[config.mk]
export PLATFORM = sky130hd
export DESIGN_NAME = alu_flags
export DESIGN_NICKNAME = d
export VERILOG_FILES = /design/src/rtl/alu_flags.sv
export SDC_FILE = /design/constraint.sdc
export NUM_CORES = 1
export LEC_CHECK = 0
export CAP_MARGIN = 10
export CORE_UTILIZATION = 36
export DETAILED_ROUTE_END_ITERATION = 8
export GPL_TIMING_DRIVEN = 0
export PLACE_DENSITY = 0.78
export SLEW_MARGIN = 30
export SYNTH_ARGS = -nofsm -noshare
export SYNTH_HDL_FRONTEND = slang
export SYNTH_SLANG_ARGS = --single-unit
[constraint.sdc]
create_clock -name clk -period 1.9 [get_ports clk]
set_input_delay 0.19 -clock clk [delete_from_list [all_inputs] [get_ports clk]]
set_output_delay 0.19 -clock clk [all_outputs]
set_load 0.1 [all_outputs]
[src/rtl/alu_flags.sv]
// ---------------------------------------------------------------------------
// alu_flags -- status-flag unit behind the ALU adder.
//
// Captures C/Z/N/V from each ALU operation into a flag register. Feeds the
// registered carry back to the adder as CarryFlag. Keeps a small shadow stack
// for interrupt save/restore. Evaluates branch conditions with a one-cycle
// registered result.
//
// Parameters:
//   DEPTH       shadow-stack entries (1..4)
//
// Ports:
//   clk, rst_n          clock (rising edge) / asynchronous active-low reset
//   AdderOut[7:0]       adder result of the current operation
//   CarryOut            adder carry-out
//   LHS[7:0], RHS[7:0]  adder operands (RHS already inverted for subtract)
//   upd_en, upd_mask    apply ALU result; per-flag enables {C,Z,N,V}
//   load_en, load_val   direct flag load {C,Z,N,V}
//   push, pop           shadow-stack save / restore
//   clr_err             clear sticky stk_err
//   cond_valid,cond_sel condition request and code (bit3 inverts)
//   CarryFlag           registered C, back to the adder
//   flags[3:0]          registered {C,Z,N,V}
//   cond_ack,cond_true  one-cycle result strobe and held result
//   stk_full,stk_empty  stack status
//   stk_err             sticky stack misuse
//
// Configuration macro ALU_FLAGS_FWD_EN:
//   defined   -> conditions see this cycle's next-state flags (no branch stall)
//   undefined -> conditions see the registered flags
// ---------------------------------------------------------------------------
module alu_flags #(
    parameter int DEPTH = 2
) (
    input  logic       clk,
    input  logic       rst_n,
    input  logic [7:0] AdderOut,
    input  logic       CarryOut,
    input  logic [7:0] LHS,
    input  logic [7:0] RHS,
    input  logic       upd_en,
    input  logic [3:0] upd_mask,
    input  logic       load_en,
    input  logic [3:0] load_val,
    input  logic       push,
    input  logic       pop,
    input  logic       clr_err,
    input  logic       cond_valid,
    input  logic [3:0] cond_sel,
    output logic       CarryFlag,
    output logic [3:0] flags,
    output logic       cond_ack,
    output logic       cond_true,
    output logic       stk_full,
    output logic       stk_empty,
    output logic       stk_err
);

    localparam int SW = $clog2(DEPTH + 1);

    typedef struct packed {
        logic c;
        logic z;
        logic n;
        logic v;
    } flags_t;

    flags_t        flags_q, flags_d;
    flags_t        alu_flags_w;
    flags_t        top_w;
    flags_t        stk_q [DEPTH];
    logic [SW-1:0] sp_q, sp_d;
    logic          err_q, err_d;
    logic          ack_q, ack_d;
    logic          ctrue_q, ctrue_d;

    logic          full_w, empty_w;
    logic          push_ok, pop_ok, misuse;
    logic          cond_res;

    // Only the sign bits of the operands matter for overflow.
    logic          unused_operand_bits;
    assign unused_operand_bits = ^{LHS[6:0], RHS[6:0]};

    function automatic logic eval_cond(input logic [3:0] sel, input flags_t f);
        logic r;
        case (sel[2:0])
            3'd0:    r = 1'b1;
            3'd1:    r = f.c;
            3'd2:    r = f.z;
            3'd3:    r = f.n;
            3'd4:    r = f.v;
            3'd5:    r = f.c & ~f.z;
            3'd6:    r = (f.n == f.v);
            default: r = ~f.z & (f.n == f.v);
        endcase
        return r ^ sel[3];
    endfunction

    // Flags implied by the current adder result.
    always_comb begin
        alu_flags_w.c = CarryOut;
        alu_flags_w.z = (AdderOut == 8'h00);
        alu_flags_w.n = AdderOut[7];
        alu_flags_w.v = (LHS[7] == RHS[7]) && (AdderOut[7] != LHS[7]);
    end

    assign full_w  = (sp_q == SW'(DEPTH));
    assign empty_w = (sp_q == '0);

    // Simultaneous push and pop cancel each other and count as misuse.
    assign push_ok = push & ~pop & ~full_w;
    assign pop_ok  = pop & ~push & ~empty_w;
    assign misuse  = (push & pop) | (push & ~pop & full_w) | (pop & ~push & empty_w);

    // Top-of-stack entry is the one just below the pointer.
    always_comb begin
        // NOTE: every combinational output gets a default first so no path leaves it unassigned (no latch).
        top_w = '0;
        for (int i = 0; i < DEPTH; i++) begin
            if (sp_q == SW'(i + 1)) top_w = stk_q[i];
        end
    end

    always_comb begin
        flags_d = flags_q;
        sp_d    = sp_q;
        if (pop_ok) begin
            flags_d = top_w;
        end else if (load_en) begin
            flags_d = flags_t'(load_val);
        end else if (upd_en) begin
            flags_d = flags_t'((flags_q & ~upd_mask) | (alu_flags_w & upd_mask));
        end
        if (push_ok) sp_d = sp_q + 1'b1;
        if (pop_ok)  sp_d = sp_q - 1'b1;
    end

    // A new error in the same cycle as clr_err keeps the flag set.
    always_comb begin
        err_d = err_q;
        if (misuse)       err_d = 1'b1;
        else if (clr_err) err_d = 1'b0;
    end

`ifdef ALU_FLAGS_FWD_EN
    assign cond_res = eval_cond(cond_sel, flags_d);
`else
    assign cond_res = eval_cond(cond_sel, flags_q);
`endif

    always_comb begin
        ack_d   = cond_valid;
        ctrue_d = cond_valid ? cond_res : ctrue_q;
    end

    always_ff @(posedge clk or negedge rst_n) begin
        if (!rst_n) begin
            // NOTE: sequential state uses non-blocking assignments so all registers update together at the edge.
            flags_q <= '0;
            sp_q    <= '0;
            err_q   <= 1'b0;
            ack_q   <= 1'b0;
            ctrue_q <= 1'b0;
        end else begin
            flags_q <= flags_d;
            sp_q    <= sp_d;
            err_q   <= err_d;
            ack_q   <= ack_d;
            ctrue_q <= ctrue_d;
        end
    end

    // NOTE: stack storage is not reset; an entry is only read after a push has written it.
    always_ff @(posedge clk) begin
        for (int i = 0; i < DEPTH; i++) begin
            if (push_ok && sp_q == SW'(i)) stk_q[i] <= flags_q;
        end
    end

    assign flags     = flags_q;
    assign CarryFlag = flags_q.c;
    assign cond_ack  = ack_q;
    assign cond_true = ctrue_q;
    assign stk_full  = full_w;
    assign stk_empty = empty_w;
    assign stk_err   = err_q;

endmodule

==> impl_metrics.json <==
{
  "worst_setup_path_start_kind": "register",
  "pin_slew_with_the_least_headroom_to_its_limit_ns": 0.953,
  "postSynth.topFlopCell": "dfrtp_1",
  "timing.slew.headroom": 0.367,
  "cts-htree-levels": 1,
  "switching_share": 0.510,
  "drv_slew": 0,
  "port-buffer-count": 39,
  "dr.first_iter.drc_count": 10,
  "vias_in_the_first_global_route": 756,
  "largest_net_degree_at_the_start_of_global_routing": 10,
  "critPathRequiredTime_ns": 1.71,
  "asr_flop_ratio_synth": 0.529,
  "tritoncts": "built",
  "power_frac_seq": 0.317,
  "number_of_top_level_design_ports": 55,
  "vdd.ir_drop.worst_mv": 1.21,
  "dpl.cell_count": 153,
  "cts.clk_slew.worst_paths_ns": 0.09,
  "global_route.usage.total": 0.173,
  "drt_pre_antenna_iters": 4,
  "r2r-start": "sp_q[0]$_DFFE_PN0P_",
  "total_leakage_power_nw": 0.536,
  "area_delta_synth_final_pct": 51.6,
  "hold_violations": 0,
  "finalNonFillerCells": 157,
  "final_layout_size_suffix_gt1_frac": 0.147,
  "synth_top_cells_by_area": "edfxtp_1 27%, dfrtp_1 25%, nand2_1 4.6%",
  "grt_overflow": 0,
  "die_w_um": 52.1,
  "place_congestion": 0.744,
  "outcome": "finished clean",
  "nets": 178,
  "filler_cell_count": 212,
  "cts.repair_timing.setup_buffer_count": 0,
  "yosys.area.top_type_share": 0.266,
  "post_dp_cell_area_um2": 1350,
  "drt-vias-per-instance": 5.27,
  "hpwlAfterDp_mm": 1.73,
  "synth.avg_cell_area_um2": 10.5,
  "hold_path.class": "in2async",
  "cts_hold_buf": 0,
  "cts_root_buf": "clkbuf_4",
  "setup.worst_path.end_class": "primary output",
  "drt_drc_violations_left": 0,
  "crit_start": "sp_q[1]$_DFFE_PN0P_",
  "die_area_um2": 2720,
  "cts_inserted_buffers": 3,
  "finalSetupViolCount": 0,
  "synth_area_leader_cell": "edfxtp_1",
  "dieHeight_um": 52.1,
  "timing.critical_path.fanout_max": 4,
  "synth-edff-count": 8,
  "synth_seq_area_share": 0.515,
  "grt_pass1_wl_mm": 3.28,
  "drt.antenna.violating_nets": 0,
  "clock_tree.buffer_depth": 2,
  "post_synth_most_frequent_cells": "11 x nand2_1, 9 x dfrtp_1, 8 x edfxtp_1",
  "final.setup.tns_ns": 0,
  "finish.instance_area_um2": 1370,
  "clock_sinks": 17,
  "number_of_antenna_violations_at_the_first_check_in_global_routing": 0,
  "power_per_cell_area_nw_per_um2": 1260,
  "net-switching-power_mw": 0.882,
  "num_vias": 828,
  "synth_most_common_cell": "nand2_1",
  "criticalPathCategory": "reg2out",
  "fmaxAchievable_mhz": 548,
  "placementRows": 17,
  "power.clock.fraction": 0.109,
  "floorplan.core_area_um2": 2300,
  "layout_worst_path_cycle_share": 0.961,
  "synthesis.instances": 86,
  "synth_cell_type_count": 30,
  "internal_power_mw": 0.847,
  "arrival_ns": 1.64,
  "synth.ff_latch_count": 17,
  "power.combinational.fraction": 0.575,
  "maxCapViolCount": 0,
  "wire_per_inst_um": 13.4,
  "clock_insertion_delay_worst_skew_ns": 0.29,
  "initial_utilization": 0.394,
  "clock_skew_ns": 0.00424,
  "detail_route.wirelength_mm": 2.11,
  "netlist_area_um2": 905,
  "net_count_after_synthesis": 134,
  "post-route-min-period_ns": 1.83,
  "antenna_cells": 0,
  "synth.yosys.warnings": 0
}
[placed cells by master (no fill, tap or decap), drive strengths merged, types with 4 or more instances in the layout]
master and n:
edfxtp 8, nand2 11, clkbuf 6, dfrtp 9, clkdlybuf4s50 29, dlygate4sd2 7
inv 4, a21oi 5, nor2 4
[layout make-up]
type                    instances  area (um^2)  area share
repair buffers                 39          384       0.280
flip-flops and latches         17          469       0.342
well taps                      28         35.0      0.0255
clock buffers                   4         26.3      0.0192
plain buffers                   3         15.0      0.0109
multi-input cells              62          427       0.311
inverters                       4         15.0      0.0109
[worst paths after layout]
path                                              end  slack (ns)  depth (start not counted)
max reg2reg                     stk_q[0][6]$_DFFE_PP_        0.10                          6
min                                cond_ack$_DFF_PN0_        0.19                          1
max in group asynchronous  asynchronous set/reset pin        1.40                          1
min reg2reg                       sp_q[0]$_DFFE_PN0P_        0.51                          1
max                                         stk_empty        0.07                          3
min in group clk                  sp_q[1]$_DFFE_PN0P_        0.29                          2
[cell families (layout without fill, tap and decap cells)]
| kind of cell | count (synthesis) | after routing | share of synthesized area |
|---|---|---|---|
| multiplexers | 3 | 3 | 0.0373 |
| flip-flops | 17 | 17 | 0.515 |
| adder cells (fa/ha/maj) | 3 | 3 | 0.0415 |
| buffers and inverters | 7 | 50 | 0.0332 |
| AND/OR/NAND/NOR | 31 | 31 | 0.181 |
| XOR/XNOR | 2 | 2 | 0.0194 |
| AO/OA/AOI/OAI | 23 | 23 | 0.173 |
[critical path, cell delays in order (launching register included)]
cell	delay (ns)
dfrtp_1	0.43
inv_1	0.14
ha_2	0.23
clkdlybuf4s18_2	0.55
[stage by stage]
stage | hold slack [ns] | power [mW] | setup WS (ns) | utilization
after global placement | 0.494 | 1.57 | -0.184 | 0.587
after global routing | 0.209 | 1.81 | -0.0173 | 0.597
after floorplan | -0.106 | 1.34 | 0.0199 | -
after detailed placement | 0.516 | 1.59 | -0.196 | 0.587
after CTS | 0.200 | 1.74 | 0.0514 | 0.596
final | 0.185 | 1.73 | 0.0739 | 0.597
[layer usage]
layer	part of all wire	vias to the layer above	wire length, um	global-route usage
li1	-	407	-	-
met1	0.40	387	842	0.194
met2	0.53	30	1120	0.308
met3	0.052	4	109	0.0322
met4	0.018	0	38	0.0921
met5	0	-	0	0
[power by group through the flow]
stage | combinational [mW] | clock [mW] | sequential, mW
2_1_floorplan | 0.540 | 0 | 0.797
3_3_place_gp | 1.01 | 0 | 0.554
3_5_place_dp | 1.02 | 0 | 0.561
4_1_cts | 0.995 | 0.190 | 0.551
5_1_grt | 1.05 | 0.203 | 0.560
6_report | 0.994 | 0.188 | 0.548
[timing repair]
action / 4_1_cts / 5_1_grt
pin swaps: 0 / 0
endpoints found under the setup margin: 10 / 9
resized for setup: 16 / 3
endpoints found under the hold margin: 0 / 0
cloned: 0 / 0
Power figures use the tool's default switching activity.
==> RTL edit 1: new RTL, config.mk and constraints unchanged <==
`DEPTH`: 2 -> 4.
--- a/src/rtl/alu_flags.sv
+++ b/src/rtl/alu_flags.sv
@@ -30,7 +30,7 @@
 //   undefined -> conditions see the registered flags
 // ---------------------------------------------------------------------------
 module alu_flags #(
-    parameter int DEPTH = 2
+    parameter int DEPTH = 4
 ) (
     input  logic       clk,
     input  logic       rst_n,
Formal check against the unedited RTL: not equivalent (a bounded check fails within 4 cycles, from zero or initial values and one cycle with rst_n low).
==> RTL edit 1 against the original RTL <==
Power is 55% higher. Design area increased by 44%. Sequential cell count up 9. Area after synthesis is 61% higher. First-iteration DRC count grew to 4.0 times the old value. Synthesized cell count up 69%. Routed wire length grew 44%. Setup slack got worse by 0.017 ns.
==> RTL edit 1: results (changes against the original RTL) <==
stage,metric,value,unit,change
worst_setup_path,worst r2r path cells,5,,was 6
worst_setup_path,crit-path max FO,8,,was 4
min_path,Hold Crit Class,in2async,,unchanged
clocking,clock latency on the worst-skew pair,0.26,ns,was 0.29 ns
placement,Port Buf Inserts,37,,was 39
synth,"EDFF count, synth",16,,was 8
global_routing,number of global-route vias before repair,1183,,was 756
synth,synth cell count leaders,"a21oi_1, edfxtp_1, nand2_1",,"was nand2_1, dfrtp_1, edfxtp_1"
cells_and_area,layout cell share with drive strength beyond 1,15.2,%,was 14.7%
placement,Final GP Congestion,0.823,,was 0.744
worst_setup_path,slowest CP cell,dlygate4sd2_1,,was clkdlybuf4s18_2
detailed_routing,drt total wl,3040,microns,was 2110 microns
synth,Synth Net Count,196,,was 134
pwr,Worst IR Drop VDD,0.000571,V,was 0.00121 V
timing,skew final,0.00400,ns,was 0.00424 ns
synth,async set-reset flop share out of synthesis,38.5,%,was 52.9%
cells_and_area,Fillers,329,,was 212
detailed_routing,via density per instance,5.15,,was 5.27
synth,ys flop type,edfxtp_1,,was dfrtp_1
worst_setup_path,WP data arrival,1.65,ns,
detailed_routing,DR pass1 iterations,4,,unchanged
synth,Area contributors post-synth,"edfxtp_1, dfrtp_1, a21oi_1, ha_1, nand2_1",,"was edfxtp_1, dfrtp_1, nand2_1, ha_1, a221oi_1"
synth,sequential fraction of the synthesis area,50.2,%,was 51.5%
clocking,Hold Buf Count CTS,0,,unchanged
clocking,root buf cell,clkbuf_8,,was clkbuf_4
timing,Worst Tran Pin Value,0.956,ns,was 0.953 ns
detailed_routing,1st-iter DRT viols,40,,was 10
run_status,status,finished clean,,unchanged
cells_and_area,Final #Nets,236,,was 178
global_routing,Global Route Usage Sum,15.8,%,was 17.3%
synth,number of distinct library cells after synthesis,42,,was 30
global_routing,pin count of the biggest net entering global routing,15,,was 10
placement,DP Wirelength,2400,microns,was 1730 microns
global_routing,first-pass GRT wire length,5240,microns,was 3280 microns
worst_setup_path,"Largest stage delay, worst path",0.83,ns,was 0.55 ns
clocking,H-tree Lvls,1,,unchanged
pwr,Leak Pwr,0.000734,uW,was 0.000536 uW
RTL edit 1: cell count changes after synthesis, sizes merged, moves of 3 or more:
cell	change
edfxtp	+8
clkbuf	+3
o21ai	+8
nand2	+3
nor2	+5
buf	+4
ha	+3
nor3b	+4
a21oi	+11
nand3	+3
RTL edit 1: cells by family (layout without fill, tap and decap cells):
logic type	Yosys count	count (layout)	synth area share, %
compound gates	43	43	18.5
simple gates	48	48	17.7
mux	2	2	1.46
flops	26	26	50.2
buf+inv	16	55	4.64
xor+xnor	4	4	2.41
fa+ha+maj	6	6	5.15
RTL edit 1: cell type report:
class / instances / area share, %
flip-flops and latches: 26 / 37.3
multi-input cells: 103 / 35.4
repair buffers: 37 / 18.2
well taps: 48 / 3.04
plain buffers: 8 / 2.41
clock buffers: 3 / 2.09
inverters: 6 / 1.33
clock inverters: 1 / 0.190
RTL edit 1: routing by layer:
layer / up-vias / part of all wire [%] / track usage (%)
li1: 613 / - / -
met1: 539 / 47 / 20.5
met2: 41 / 49 / 27.7
met3: 2 / 3.6 / 1.22
met4: 0 / 0.95 / 4.89
met5: - / 0 / 0
RTL edit 1: worst paths after layout:
check                      startpoint     endpoint  slack (ns)
setup / recovery            flip-flop     flags[3]        0.06
hold / removal                  rst_n      stk_err        0.26
setup reg to reg              sp_q[2]  stk_q[3][3]        0.20
hold reg to reg             cond_true    cond_true        0.55
max in group asynchronous       rst_n    async pin        1.28
min in group clk              load_en    flip-flop        0.36
RTL edit 1: per-stage QoR:
step / cell area, sq um / utilization [%] / cells / setup TNS [ns] / worst slack (ns)
finish: 1980 / 52.4 / 232 / 0 / 0.0570
detailed placement: 1940 / 51.6 / 230 / -0.882 / -0.563
floorplan: 1510 / - / 145 / -0.583 / -0.106
CTS: 1980 / 52.4 / 234 / 0 / 0.00105
global placement: 1940 / 51.6 / 230 / -0.826 / -0.537
global route: 1980 / 52.4 / 232 / 0 / 0.000968
RTL edit 1: worst reg2reg max path, stage by stage (launching register included):
cell and delay (ns):
dfrtp_1 0.36, buf_2 0.20, inv_1 0.16, ha_2 0.29
nand2_1 0.12, nor3_4 0.26
RTL edit 1: what timing repair did:
| item | CTS | global route |
|---|---|---|
| buffers inserted | 0 | 0 |
| gates resized for setup | 20 | 3 |
| setup endpoints to repair | 10 | 9 |
RTL edit 1: power breakdown:
part	switching, uW	internal (uW)
registers	104	739
clock network	158	144
logic	1030	501
total	1290	1380
==> RTL edit 2: new RTL, config.mk and constraints unchanged <==
Made on the original files. Put one more register stage on the output `stk_err`, cleared by the reset. The value now appears one clock later. The other outputs are not delayed to match.
--- a/src/rtl/alu_flags.sv
+++ b/src/rtl/alu_flags.sv
@@ -184,7 +184,13 @@
     assign cond_true = ctrue_q;
     assign stk_full  = full_w;
     assign stk_empty = empty_w;
-    assign stk_err   = err_q;
+    always_ff @(posedge clk or negedge rst_n) begin
+        if (!rst_n) begin
+            stk_err <= '0;
+        end else begin
+            stk_err <= err_q;
+        end
+    end
 
 endmodule
 
Check against the original RTL: not equivalent (a bounded check fails within 4 cycles, from zero or initial values and one cycle with rst_n low).
==> RTL edit 2 against the original RTL <==
Routed wire length down 5.3%. Area after synthesis up 2.9%. Setup slack worse by 0.0019 ns. Design area up 1.9%. Power up 5.7%. Clock skew down 0.0027 ns. Synthesized cell count up 3.5%. Sequential cell count up 1. Count of clock-buffer cells in the layout down 1. Largest power group unchanged.
==> RTL edit 2: results (changes against the original RTL) <==
stage,metric,value,unit,change
clocking,Resize count post-CTS,15,,was 16
synth,Synth Net Count,137,,was 134
global_routing,first-pass GRT wire length,3220,microns,was 3280 microns
cells_and_area,Non-Filler Instances,162,,was 157
pwr,P_int,887,uW,was 847 uW
synth,largest area contributor in the netlist,dfrtp_1,,was edfxtp_1
worst_setup_path,worst r2r dst,stk_q[0][1],,was stk_q[0][6]
global_routing,met2 Usage GRT,28.9,%,was 30.8%
global_routing,pin count of the biggest net entering global routing,11,,was 10
pwr,sequential power share,32.5,%,was 31.7%
detailed_routing,DR WL met2,974,microns,was 1120 microns
detailed_routing,met1 wire length,875,microns,was 842 microns
run_status,status,finished clean,,unchanged
cells_and_area,layout cell share with drive strength beyond 1,13.6,%,was 14.7%
pwr,Comb pwr share,57.7,%,was 57.5%
synth,async set-reset flop share out of synthesis,55.6,%,was 52.9%
timing,skew final,0.00151,ns,was 0.00424 ns
timing,Hold Worst Slack,0.199,ns,was 0.185 ns
pwr,Worst IR Drop VDD,0.000884,V,was 0.00121 V
placement,Final GP Congestion,0.713,,was 0.744
timing,Setup WS post-layout,0.0720,ns,was 0.0739 ns
timing,relative slew slack,35.7,%,was 36.7%
synth,synth cell count leaders,"dfrtp_1, nand2_1, a21oi_1, edfxtp_1",,"was nand2_1, dfrtp_1, edfxtp_1"
detailed_routing,1st-iter DRT viols,14,,was 10
worst_setup_path,crit-path max FO,6,,was 4
global_routing,Global Route Usage Sum,16.5,%,was 17.3%
pwr,Psw,940,uW,was 882 uW
global_routing,M3 GR Usage,2.30,%,was 3.22%
synth,Area contributors post-synth,"dfrtp_1, edfxtp_1, a221oi_1, a21oi_1, ha_1",,"was edfxtp_1, dfrtp_1, nand2_1, ha_1, a221oi_1"
detailed_routing,met3 WL,129,microns,was 109 microns
worst_setup_path,slowest CP cell,dlygate4sd2_1,,was clkdlybuf4s18_2
detailed_routing,drt total wl,2000,microns,was 2110 microns
[RTL edit 2: worst max path at each step]
stage                  end       from
6_report         CarryFlag  flip-flop
5_1_grt        stk_q[0][0]    sp_q[0]
4_1_cts           flags[3]  flip-flop
3_5_place_dp     stk_empty    sp_q[1]
3_3_place_gp     stk_empty    sp_q[1]
2_1_floorplan    cond_true  flip-flop
[RTL edit 2: layout make-up]
type	instances	area, sq um
Fill cell	226	1060
Sequential cell	18	494
Multi-Input combinational cell	62	424
Timing Repair Buffer	39	378
Tap cell	30	37.5
Clock buffer	3	22.5
Inverter	6	22.5
Buffer	3	15.0
Clock inverter	1	3.75
[RTL edit 2: cells by family (layout without fill, tap and decap cells)]
family / count (synthesis) / count (layout) / share of synthesized area [%]
simple gates: 31 / 31 / 17.6
buf+inv: 9 / 52 / 4.03
compound gates: 23 / 23 / 16.1
flops: 18 / 18 / 52.7
fa+ha+maj: 3 / 3 / 4.03
xor+xnor: 2 / 2 / 1.88
mux: 3 / 3 / 3.63
